===== config.mk =====
export PLATFORM = sky130hd
export DESIGN_NAME = mix_columns_seq
export DESIGN_NICKNAME = d
export VERILOG_FILES = /design/src/rtl/mix_columns_seq.sv
export SDC_FILE = /design/constraint.sdc
export NUM_CORES = 1
export LEC_CHECK = 0
export CAP_MARGIN = 25
export CORE_MARGIN = 2
export CORE_UTILIZATION = 25
export CTS_CLUSTER_DIAMETER = 40
export DETAILED_ROUTE_END_ITERATION = 6
export MAX_ROUTING_LAYER = met4
export SYNTH_ARGS = -nofsm -noshare
export SYNTH_HDL_FRONTEND = slang
export SYNTH_SLANG_ARGS = --single-unit

===== constraint.sdc =====
create_clock -name clk -period 1.5 [get_ports clk]
set_input_delay 0.3 -clock clk [delete_from_list [all_inputs] [get_ports clk]]
set_output_delay 0.3 -clock clk [all_outputs]
set_load 0.02 [all_outputs]

===== src/rtl/mix_columns_seq.sv =====
// Streams a NUM_WORDS x 16-bit cipher state through the shared mix_columns_16
// datapath one word per cycle and reassembles the results in order.
module mix_columns_seq #(
  parameter int NUM_WORDS  = 4,
  parameter int DP_LATENCY = 1
) (
  input  logic                      clk,
  input  logic                      rst,
  input  logic                      in_valid,
  output logic                      in_ready,
  input  logic [16*NUM_WORDS-1:0]   in_state,
  output logic                      out_valid,
  input  logic                      out_ready,
  output logic [16*NUM_WORDS-1:0]   out_state,
  output logic [15:0]               mc_data_in,
  input  logic [15:0]               mc_data_out,
  output logic                      busy,
  output logic [15:0]               blocks_done
);

  localparam int SW = 16*NUM_WORDS;
  localparam int CW = $clog2(NUM_WORDS+1);
  localparam logic [CW-1:0] NW_C   = CW'(NUM_WORDS);
  localparam logic [CW-1:0] LAST_C = CW'(NUM_WORDS-1);

  typedef enum logic [1:0] {IDLE = 2'd0, RUN = 2'd1, DONE = 2'd2} state_t;
  state_t state, state_nxt;

  logic [SW-1:0]       src;
  logic [SW-17:0]      res;
  logic [SW-1:0]       res_nxt;
  logic [CW-1:0]       issue_cnt, cap_cnt;
  logic [DP_LATENCY:0] pipe_vld;
  logic                accept, issue_more, cap, cap_last, out_hs;

  assign in_ready   = (state == IDLE);
  assign busy       = (state == RUN) || (state == DONE);
  assign accept     = in_valid && in_ready;
  assign issue_more = (state == RUN) && (issue_cnt < NW_C);
  assign cap        = (state == RUN) && pipe_vld[DP_LATENCY];
  assign cap_last   = cap && (cap_cnt == LAST_C);
  assign out_hs     = out_valid && out_ready;
  // Results enter at the bottom so word 0 ends up most significant.
  assign res_nxt    = {res, mc_data_out};

  always_ff @(posedge clk) begin
    if (!rst) state <= IDLE;
    else      state <= state_nxt;
  end

  always_comb begin
    state_nxt = state;
    case (state)
      IDLE:    if (accept)   state_nxt = RUN;
      RUN:     if (cap_last) state_nxt = DONE;
      DONE:    if (out_hs)   state_nxt = IDLE;
      default: state_nxt = IDLE;
    endcase
  end

  always_ff @(posedge clk) begin
    if (!rst) begin
      src         <= '0;
      res         <= '0;
      out_state   <= '0;
      out_valid   <= 1'b0;
      mc_data_in  <= '0;
      blocks_done <= '0;
      issue_cnt   <= '0;
      cap_cnt     <= '0;
      pipe_vld    <= '0;
    end else begin
      // Tail of pipe_vld marks the cycle a datapath result is valid.
      pipe_vld <= {pipe_vld[DP_LATENCY-1:0], accept || issue_more};

      // Source buffer shifts left so the next word is always on top.
      if (accept) begin
        mc_data_in <= in_state[SW-1 -: 16];
        src        <= in_state << 16;
        issue_cnt  <= CW'(1);
        cap_cnt    <= '0;
      end else if (issue_more) begin
        mc_data_in <= src[SW-1 -: 16];
        src        <= src << 16;
        issue_cnt  <= issue_cnt + CW'(1);
      end

      if (cap) begin
        res     <= res_nxt[SW-17:0];
        cap_cnt <= cap_cnt + CW'(1);
        if (cap_last) begin
          out_state <= res_nxt;
          out_valid <= 1'b1;
        end
      end

      if (out_hs) begin
        out_valid   <= 1'b0;
        blocks_done <= blocks_done + 16'd1;
        mc_data_in  <= '0;
      end
    end
  end

endmodule


* Word level (Yosys, flattened, before mapping)
Cells that the tools add are included.
Word-level totals: register bits 203, bits in latches 0, memory bits (writable) 0, memory bits (read-only) 0, input bits 84, output and inout port bits 99, memories kept 0
Operators by class: add/sub/neg operators 3, multipliers 0, divide/modulo/power cells 0, magnitude comparators 1, equal/unequal tests 6, shift operators 0, muxes and demuxes 12, bitwise operators 1, reductions and logical operators 14
Operators by type and width (number):
- 64-bit two-way mux | 2
- 16-bit two-way mux | 2
- 16-bit by 1-bit adder with 16-bit output (second input constant) | 1
- 3-bit by 1-bit adder with 3-bit output (second input constant) | 2
- 2-bit two-way mux | 3
- 3-bit two-way mux | 2
- 2-bit case mux with 3 select lines | 1
- 1-bit logical AND | 5
- 2-bit != test (second input constant) | 2
- 2-bit nonzero test | 2
- 2-bit OR reduction | 2
- 3-bit by 2-bit == test with 1-bit output (second input constant) | 1
- 3-bit less-than comparator (second input constant) | 1
- 3-bit AND reduction | 1
- 2-bit by 1-bit == test with 1-bit output (second input constant) | 1
- 2-bit == test (second input constant) | 1
- 2-bit zero test | 1
- 1-bit logical OR | 2
- 1-bit two-way mux | 2
- 2-bit by 1-bit != test with 1-bit output (second input constant) | 1
- 2-bit AND reduction | 1
- 1-bit NOT | 1

* Logic depth before layout (Yosys ltp)
Gate-level depths: netlist of run 1.
depth in word-level cells 5, gate-level depth with buffers 9

* Worst setup path before layout of run 1
OpenSTA, ideal clock, no wires.
path type register to register, from register state[0], to register mc_data_in[0], library setup time 86 ps, data arrival time 1621 ps, data required time 1414 ps, setup slack -206 ps, stages on the path, launching flop included 8, buffers on the path 2, period minus slack after synthesis 1706 ps, cells stage by stage dfxtp_1 inv_1 ha_1 nand2_1 clkbuf_1 clkbuf_1 nor2_1 a211oi_1
On the way: cells in the longest elaborated chain, start to end 3, elaborated cells on any way between the ends 6
RTL lines:
- start, declared | line 27 | state_t state, state_nxt;
- start signal, assigned | line 48 | else state <= state_nxt;
- 2-bit zero test (*) | line 36 | assign in_ready = (state == IDLE);
- via in_ready | line 10 | output logic in_ready,
- 1-bit logical AND (*) | line 38 | assign accept = in_valid && in_ready;
- 16-bit two-way mux or 2-bit nonzero test (tied branches)
- end signal, assigned | line 78 | mc_data_in <= in_state[SW-1 -: 16];
- end signal, assigned | line 83 | mc_data_in <= src[SW-1 -: 16];
- end, declared | line 15 | output logic [15:0] mc_data_in,
Mark *: on every way through the listed nets, which the timed path passes. The rest lies on a longest branch. A chain may end at the register's enable or synchronous reset.

* Worst setup path in the final report of run 1
from register state[1], to register src[54]
On the way: cells in the longest elaborated chain, start to end 3, elaborated cells on any way between the ends 6
RTL lines:
- 2-bit by 1-bit == test with 1-bit output or 2-bit zero test (tied branches) | line 39, 36
- 1-bit logical AND (on tied branches) | line 39, 38
- 2-bit nonzero test (no source line) or 64-bit two-way mux (tied branches)
- end signal, assigned | line 79 | src <= in_state << 16;
- end signal, assigned | line 84 | src <= src << 16;
- end, declared | line 29 | logic [SW-1:0] src;
Parallel ways exist; a longest one is shown, timed or not.

==> out/results.ini, run 1 <==
[status]
status = finished, violations left
violations = negative setup slack

[clock_tree]
htreeDepth = 2
clk_path_buf_depth = 3
clk_pin_slew_ps = 50
clock_sinks = 203
cts_tree = done
clock-root-buffer = clkbuf_16
cts_buffers = 35
ctsHoldBuffers = 0
worstSkewPairLatency_ps = 500

[timing]
fin_skew_ps = 21.27
maxSlewViolCount = 0
setup_ws_ps = -91.77
setup_viol = 85
maxSlewHeadroom_pct = 82.11
period_share_pct = 106.1
max_freq_mhz = 628.2
grt_setup_unrepaired = true
tightest_slew_ps = 267.5
fin_crit_ps = 1592
hold_viol_final = 0

[setup_path]
cp_slowest_stage_delay_ps = 350
crit_type = reg2reg
rrSetupSlack_ps = -90
crit_arrival_ps = 1970
crit_family = buffers and inverters
cp-start-kind = flip-flop
crit_required_ps = 1880
endpoint_kind = flip-flop
worst_path_max_delay_cell = dfxtp_2
path_cells = inv_4 > buf_6 > ha_4 > nand2b_4 > bufbuf_16 > mux2i_1 > a211oi_2
path_buf_inv = 3
crit_fanout = 9

[synthesis]
synth_cell_type_count = 32
syn-cell-area_um2 = 7639
synth_edf_count = 0
ys_seq_area_share_pct = 53.20
synth_flop_cell = dfxtp_1
yosys_warnings = 0
ys_seq_elements = 203
async_flop_share_pct = 0
syn_area_per_cell_um2 = 8.544
synth_nets = 987
postSynthCellCount = 894

[finish]
fillCellCount = 2935
finalInstanceArea_um2 = 12270
finalNetCount = 1225
area_growth_pct = 60.62
layout-drive-gt1-share_pct = 23.70
final_util_pct = 41.07
final_cells = 1549

[place]
dp_hpwl_um = 15280
placed_area_um2 = 10390
io_buffers = 182
placed_cells = 1456
gp_congestion = 0.7996

[power_and_ir_drop]
combPwrFrac_pct = 25.7
p_switching_mw = 5.435
powerDensity_nw_per_um2 = 1538
p_seq_share_pct = 33.1
internal-power_mw = 13.44
ir_drop_mv = 0.7067
clockPowerShare_pct = 41.2
swShare_pct = 28.80
leakage_nw = 4.850

[route]
remaining_drc_errors = 0
vias = 7178
vias_per_cell = 4.634
drt_first_pass_iters = 5
ant_nets = 0
wl_per_cell_um = 15.88
wirelength_um = 24610
drt_iter0_markers = 403

[floorplan]
core_um2 = 29870
die-area_um2 = 31970
die_width_um = 178.8
dieHeight_um = 178.8
rows = 63
ios = 183
start_util_pct = 25.57

[grt]
grt_max_degree = 73
overflow = 0
grt_pass1_vias = 6777
track_usage_pct = 14.80
antenna_found_initial = 3
grt_pass1_wl_um = 36190

[flow_run]
cap_violations = 0

[hold_path]
hp-class = in2reg

==> per-stage QoR <==
stage / setup WS (ps) / hold slack [ps] / setup TNS [ps] / total power [mW]
after CTS: -121.0 / 374.0 / -4811 / 18.34
after floorplan: -62.78 / 411.8 / -3139 / 8.521
final: -91.77 / 389.3 / -2478 / 18.87
after global placement: -315.8 / 420.6 / -13690 / 9.855
after detailed placement: -347.2 / 419.5 / -17040 / 9.901
after global routing: -173.0 / 392.6 / -13290 / 19.62
==> area by class of cell <==
| type | instances | area (µm²) | area share [%] |
|---|---|---|---|
| antenna | 3 | 7.507 | 0.06119 |
| clock buffer | 42 | 984.7 | 8.026 |
| clock inverter | 19 | 185.2 | 1.509 |
| inverter | 5 | 26.28 | 0.2142 |
| multi-input combinational | 618 | 3527 | 28.75 |
| sequential | 203 | 4096 | 33.39 |
| tap | 390 | 488.0 | 3.977 |
| timing repair buffer | 269 | 2954 | 24.08 |
==> metal layers <==
| metal | up-vias | global-route usage (%) | wire length [µm] |
|---|---|---|---|
| li1 | 3526 | - | - |
| met1 | 3403 | 17.92 | 10670 |
| met2 | 213 | 23.99 | 11820 |
| met3 | 36 | 4.538 | 1679 |
| met4 | 0 | 3.692 | 436 |
| met5 | - | - | 0 |
==> logic make-up after synthesis <==
kind of cell / after synthesis / share of synthesized area (%)
AND/OR/NAND/NOR: 355 / 18.74
multiplexers: 51 / 6.683
buffers and inverters: 73 / 3.817
AO/OA/AOI/OAI: 192 / 14.82
adder cells (fa/ha/maj): 9 / 1.474
flip-flops: 203 / 53.20
XOR/XNOR: 11 / 1.261
==> registers in the layout, indices dropped and copies added (netlist names) <==
signal / count
out_state: 64
state: 2
res: 48
issue_cnt: 3
cap_cnt: 3
pipe_vld: 2
src: 48
blocks_done: 16
out_valid: 1
mc_data_in: 16
==> power by group through the flow <==
stage                     combinational, mW  sequential (mW)  clock [mW]
after global routing                   5.17             6.30        8.16
after global placement                 3.53             6.32           0
final                                  4.84             6.25        7.78
after CTS                              4.19             6.23        7.93
after floorplan                        2.11             6.41           0
after detailed placement               3.58             6.32           0
==> cell usage after synthesis, drive strengths merged, types with 2 or more instances <==
| cell type | instances | share of area (%) |
|---|---|---|
| and3 | 2 | 0.16 |
| a22oi | 16 | 1.6 |
| xor2 | 10 | 1.1 |
| nand2 | 237 | 12 |
| nand3 | 10 | 0.66 |
| nor2 | 84 | 4.1 |
| clkbuf | 54 | 2.7 |
| nand2b | 2 | 0.16 |
| inv | 5 | 0.25 |
| and4 | 3 | 0.34 |
| dfxtp | 203 | 53 |
| o21ai | 3 | 0.20 |
| and2 | 5 | 0.41 |
| buf | 14 | 0.92 |
| a21oi | 121 | 7.9 |
| nand4 | 6 | 0.69 |
| ha | 9 | 1.5 |
| mux2i | 51 | 6.7 |
| a211oi | 48 | 4.7 |
| or3 | 2 | 0.16 |
==> cell usage in the layout (no fill, tap or decap), types with 4 or more instances in the layout <==
master and n:
buf_4 42, clkbuf_16 44, nand2_2 10, nand3_1 9, clkdlybuf4s15_2 17, ha_1 6
a22oi_2 15, dlygate4sd2_1 19, a21oi_2 15, clkdlybuf4s15_1 28, clkbuf_2 26, bufbuf_16 4
buf_6 9, xor2_1 10, nand2_1 226, a211oi_1 45, nand4_1 5, buf_12 19
a21oi_1 106, clkbuf_8 4, dfxtp_2 11, buf_16 7, dfxtp_1 187, clkinvlp_4 4
nor2_1 83, inv_6 7, clkinv_4 4, buf_2 6, clkdlybuf4s50_1 83, dfxtp_4 5
mux2i_1 50
==> final timing paths <==
check | startpoint | to | cells past startpoint
hold reg to reg | pipe_vld[0] | pipe_vld[1] | 1
setup reg to reg | state[1] | src[54] | 7
setup / recovery | state[1] | src[54] | 7
hold / removal | in_state[48] | mc_data_in[0] | 3
==> worst reg2reg max path: stages, from the launching register on <==
cell,delay [ps]
dfxtp_2,350
inv_4,50
buf_6,110
ha_4,190
nand2b_4,150
bufbuf_16,310
mux2i_1,220
a211oi_2,100
==> repair_timing <==
action | 4_1_cts | 5_1_grt
gates cloned | 10 | 7
resized for setup | 209 | 112
buffers inserted | 8 | 5
setup endpoints to repair | 150 | 221
pin swaps | 32 | 20
(Power assumes the default switching activity.)
==> inputs of run 2 (changes only) <==
--- a/config.mk
+++ b/config.mk
@@ -6,11 +6,15 @@
 export NUM_CORES = 1
 export LEC_CHECK = 0
 export CAP_MARGIN = 25
+export CELL_PAD_IN_SITES_DETAIL_PLACEMENT = 1
+export CELL_PAD_IN_SITES_GLOBAL_PLACEMENT = 2
 export CORE_MARGIN = 2
 export CORE_UTILIZATION = 25
 export CTS_CLUSTER_DIAMETER = 40
 export DETAILED_ROUTE_END_ITERATION = 6
+export GPL_ROUTABILITY_DRIVEN = 0
 export MAX_ROUTING_LAYER = met4
+export PLACE_DENSITY_LB_ADDON = 0.1
 export SYNTH_ARGS = -nofsm -noshare
 export SYNTH_HDL_FRONTEND = slang
 export SYNTH_SLANG_ARGS = --single-unit
==> out/results.ini, run 2 (synthesis gave the netlist of run 1 again) <==
[status]
status = finished, violations left
violations = negative setup slack

[setup_path]
cp_slowest_stage_delay_ps = 350
worst_path_max_delay_cell = dfxtp_2
cp-start-kind = flip-flop
path_cells = inv_4 > buf_6 > ha_4 > nand2b_4 > clkbuf_16 > mux2i_1 > a211oi_1
endpoint_kind = flip-flop
crit_required_ps = 1890
crit_arrival_ps = 1990
crit_fanout = 11
crit_type = reg2reg

[finish]
final_cell_mix = 203 x nand2_1, 188 x dfxtp_1, 85 x a21oi_1
regMostFlops = out_state
reg_top3 = out_state (64), res (48), src (48)
antenna_cells = 0
finalNetCount = 1224
largest_reg_flops = 64
layout-drive-gt1-share_pct = 30.17
area_growth_pct = 63.90
fillCellCount = 3346
layout_commonest_cell = nand2_1

[timing]
fin_crit_ps = 1598
setup_ws_ps = -98.48
tightest_slew_ps = 283.5
hold_viol_final = 0
setup_viol = 87
maxSlewViolCount = 0
grt_setup_unrepaired = true
hold_slack_ps = 379.6
period_share_pct = 106.6
max_freq_mhz = 625.6
fin_skew_ps = 15.11
maxSlewHeadroom_pct = 81.10

[place]
post-place-ws_ps = -366.3
io_buffers = 182
dp_hpwl_um = 17000

[grt]
overflow = 0
grt_pass1_vias = 7243
track_usage_pct = 16.13
antenna_found_initial = 0
grt_pass1_wl_um = 39300
grt_max_degree = 61

[power_and_ir_drop]
powerDensity_nw_per_um2 = 1571
power_mw = 19.67
leakage_nw = 5.093
ir_drop_mv = 0.7908

[clock_tree]
cts_tree = done
clock_sinks = 203
clk_pin_slew_ps = 50
clock-root-buffer = clkbuf_16
clk_path_buf_depth = 3
cts_buffers = 39
worstSkewPairLatency_ps = 520
htreeDepth = 2

[route]
drt_iter0_markers = 238
vias_per_cell = 4.599
ant_nets = 0
remaining_drc_errors = 0
drt_first_pass_iters = 4
vias = 7129
wirelength_um = 26260
wl_per_cell_um = 16.94

[floorplan]
start_util_pct = 25.57
rows = 63
die_width_um = 178.8
die-area_um2 = 31970
dieHeight_um = 178.8
ios = 183
core_um2 = 29870

[flow_run]
cap_violations = 0

[hold_path]
hp-class = in2reg

## run 2: cell type report
type | count | area [µm²] | area share, %
Sequential cell | 203 | 4095 | 32.71
Multi-Input combinational cell | 618 | 3821 | 30.52
Timing Repair Buffer | 264 | 2709 | 21.64
Clock buffer | 50 | 1097 | 8.765
Tap cell | 390 | 488.0 | 3.898
Clock inverter | 20 | 282.8 | 2.259
Inverter | 5 | 26.28 | 0.2099
## run 2: per-layer routing
layer	vias up	wire, µm	GRT usage [%]
met4	0	470	4.370
li1	3525	-	-
met5	-	0	-
met2	153	11490	23.54
met3	44	1709	5.110
met1	3407	12590	21.40
## run 2: worst paths after layout
kind	from	endpoint	slack, ps	depth (start not counted)
max reg2reg	state[1]	mc_data_in[7]	-100	7
min	in_state[46]	src[62]	380	3
max	state[1]	mc_data_in[7]	-100	7
min reg2reg	res[46]	res[46]	450	2
## run 2: stage by stage
step	setup TNS, ps	util [%]	std cells	area [µm²]
after CTS	-445.5	39.72	1533	11870
after detailed placement	-13700	35.01	1460	10460
after global routing	-11440	41.91	1550	12520
final	-3773	41.91	1550	12520
after global placement	-12380	35.01	1460	10460
after floorplan	-3139	-	894	7710
## run 2: power by group
| part | internal (mW) | leakage, nW | switching (mW) |
|---|---|---|---|
| Clock | 6.06 | 0.665 | 3.02 |
| Combinational | 2.17 | 2.77 | 2.14 |
| Sequential | 5.93 | 1.66 | 0.348 |
## run 2: what timing repair did
| item | 4_1_cts | 5_1_grt |
|---|---|---|
| resized for setup | 242 | 205 |
| buffers inserted | 2 | 6 |
| endpoints found under the setup margin | 136 | 212 |
| hold buffers | 0 | 0 |
| pin swaps | 11 | 62 |
| gates cloned | 1 | 12 |
## run 2: worst max-delay path, delay by kind of cell (launching register included)
kind	cells	cell delay [ps]
flops	1	350
fa+ha+maj	1	190
buf+inv	3	400
simple gates	1	240
compound gates	1	80
mux	1	200
==> inputs of run 3 (changes only) <==
--- a/config.mk
+++ b/config.mk
@@ -5,12 +5,11 @@
 export SDC_FILE = /design/constraint.sdc
 export NUM_CORES = 1
 export LEC_CHECK = 0
-export CAP_MARGIN = 25
 export CELL_PAD_IN_SITES_DETAIL_PLACEMENT = 1
 export CELL_PAD_IN_SITES_GLOBAL_PLACEMENT = 2
 export CORE_MARGIN = 2
 export CORE_UTILIZATION = 25
-export CTS_CLUSTER_DIAMETER = 40
+export CTS_CLUSTER_DIAMETER = 100
 export DETAILED_ROUTE_END_ITERATION = 6
 export GPL_ROUTABILITY_DRIVEN = 0
 export MAX_ROUTING_LAYER = met4
==> out/results.ini, run 3 (synthesis gave the netlist of run 1 again) <==
[status]
violations = negative setup slack
status = finished, violations left

[clock_tree]
clock_sinks = 203
clock-root-buffer = clkbuf_16
cts_tree = done
clk_path_buf_depth = 3
ctsHoldBuffers = 0
worstSkewPairLatency_ps = 510
cts_buffers = 25
htreeDepth = 1
clk_pin_slew_ps = 60

[floorplan]
die-area_um2 = 31970
start_util_pct = 25.57
dieHeight_um = 178.8
die_width_um = 178.8
core_um2 = 29870
rows = 63
ios = 183

[setup_path]
r2r_start = state[1]
r2r_end = mc_data_in[7]
worst_path_max_delay_cell = dfxtp_2
cp_slowest_stage_delay_ps = 350
crit_family = buffers and inverters
crit_fanout = 11
path_buf_inv = 3
endpoint_kind = flip-flop
path_cells = inv_4 > buf_6 > ha_4 > nand2b_4 > clkbuf_16 > mux2i_1 > a211oi_1
rrSetupSlack_ps = -100
crit_required_ps = 1880
r2r_cells = 7
cp-start-kind = flip-flop
crit_type = reg2reg
crit_start = state[1]
crit_arrival_ps = 1980

[place]
io_buffers = 182
placed_cells = 1460
dp_hpwl_um = 17000
placed_area_um2 = 10460

[timing]
period_share_pct = 106.5
hold_viol_final = 0
grt_setup_unrepaired = true
finalSetupTns_ps = -2968
fin_crit_ps = 1597
fin_skew_ps = 9.595
maxSlewHeadroom_pct = 81.03
tightest_slew_ps = 284.2
max_freq_mhz = 626.0
setup_viol = 81
setup_ws_ps = -97.36
maxSlewViolCount = 0

[grt]
grt_pass1_vias = 7127
track_usage_pct = 16.06
grt_max_degree = 61
overflow = 0
grt_pass1_wl_um = 39330
antenna_found_initial = 0

[hold_path]
hold_start = mc_data_out[3]
hold_path_depth = 3
hp-class = in2reg
hold_end = out_state[3]

[finish]
antenna_cells = 0
reg_top3 = out_state (64), res (48), src (48)
finalNetCount = 1213
final_cells = 1524
largest_reg_flops = 64
layout_commonest_cell = nand2_1
layout-drive-gt1-share_pct = 26.01
final_cell_mix = 212 x nand2_1, 188 x dfxtp_1, 105 x a21oi_1
finalInstanceArea_um2 = 11850
regMostFlops = out_state
area_growth_pct = 55.10

[route]
ant_nets = 0
drt_iter0_markers = 288
wl_per_cell_um = 17.07
remaining_drc_errors = 0
vias_per_cell = 4.592
wirelength_um = 26010
vias = 6998
drt_first_pass_iters = 4

[flow_run]
cap_violations = 0

[power_and_ir_drop]
powerDensity_nw_per_um2 = 1374
leakage_nw = 4.706
ir_drop_mv = 0.6111
power_mw = 16.28

-- run 3: power breakdown --
group / internal, mW / leakage, nW / switching (mW) / total [mW]
Clock: 3.45 / 0.375 / 2.29 / 5.74
Sequential: 5.92 / 1.66 / 0.339 / 6.26
Combinational: 2.16 / 2.67 / 2.12 / 4.28
-- run 3: worst max-delay path by stage --
stage	to	slack, ps	depth (start not counted)
after floorplan	out_state[13]	-60	7
after global placement	blocks_done[15]	-370	5
after detailed placement	blocks_done[15]	-370	5
after CTS	busy	-120	3
after global routing	state[0]	-170	7
final	mc_data_in[7]	-100	7
-- run 3: layout make-up --
class | instances | area [µm²]
clock buffer | 38 | 724.4
clock inverter | 3 | 40.04
fill | 3392 | 18030
inverter | 5 | 26.28
multi-input combinational | 618 | 3649
sequential | 203 | 4095
tap | 390 | 488.0
timing repair buffer | 267 | 2825
-- run 3: through the flow --
step / utilization [%] / setup slack, ps / hold WS (ps)
after floorplan: - / -62.78 / 411.8
after global placement: 35.01 / -372.0 / 442.7
after detailed placement: 35.01 / -366.3 / 447.9
after CTS: 37.78 / -120.0 / 346.6
after global routing: 39.66 / -173.4 / 377.7
final: 39.66 / -97.36 / 370.8
-- run 3: worst reg2reg max path, delay by kind of cell, from the launching register on --
kind,cells,cell delay [ps]
AOI/OAI and AO/OA,1,90
and+or+nand+nor,1,240
buffers and inverters,3,410
DFF,1,350
adders and majority gates,1,190
muxes,1,200
-- run 3: repair_timing --
| action | in CTS | in global routing |
|---|---|---|
| resized for setup | 261 | 151 |
| setup buffers | 2 | 5 |
| cloned | 2 | 15 |
| pin swaps | 6 | 41 |
| endpoints found under the setup margin | 103 | 197 |
-- run 3: per-layer routing --
metal / wire, µm / up-vias / GRT usage [%] / part of all wire, %
li1: - / 3485 / - / -
met1: 12520 / 3355 / 21.98 / 48
met2: 11480 / 135 / 23.77 / 44
met3: 1611 / 23 / 4.432 / 6.2
met4: 402 / 0 / 3.049 / 1.5
met5: 0 / - / - / 0
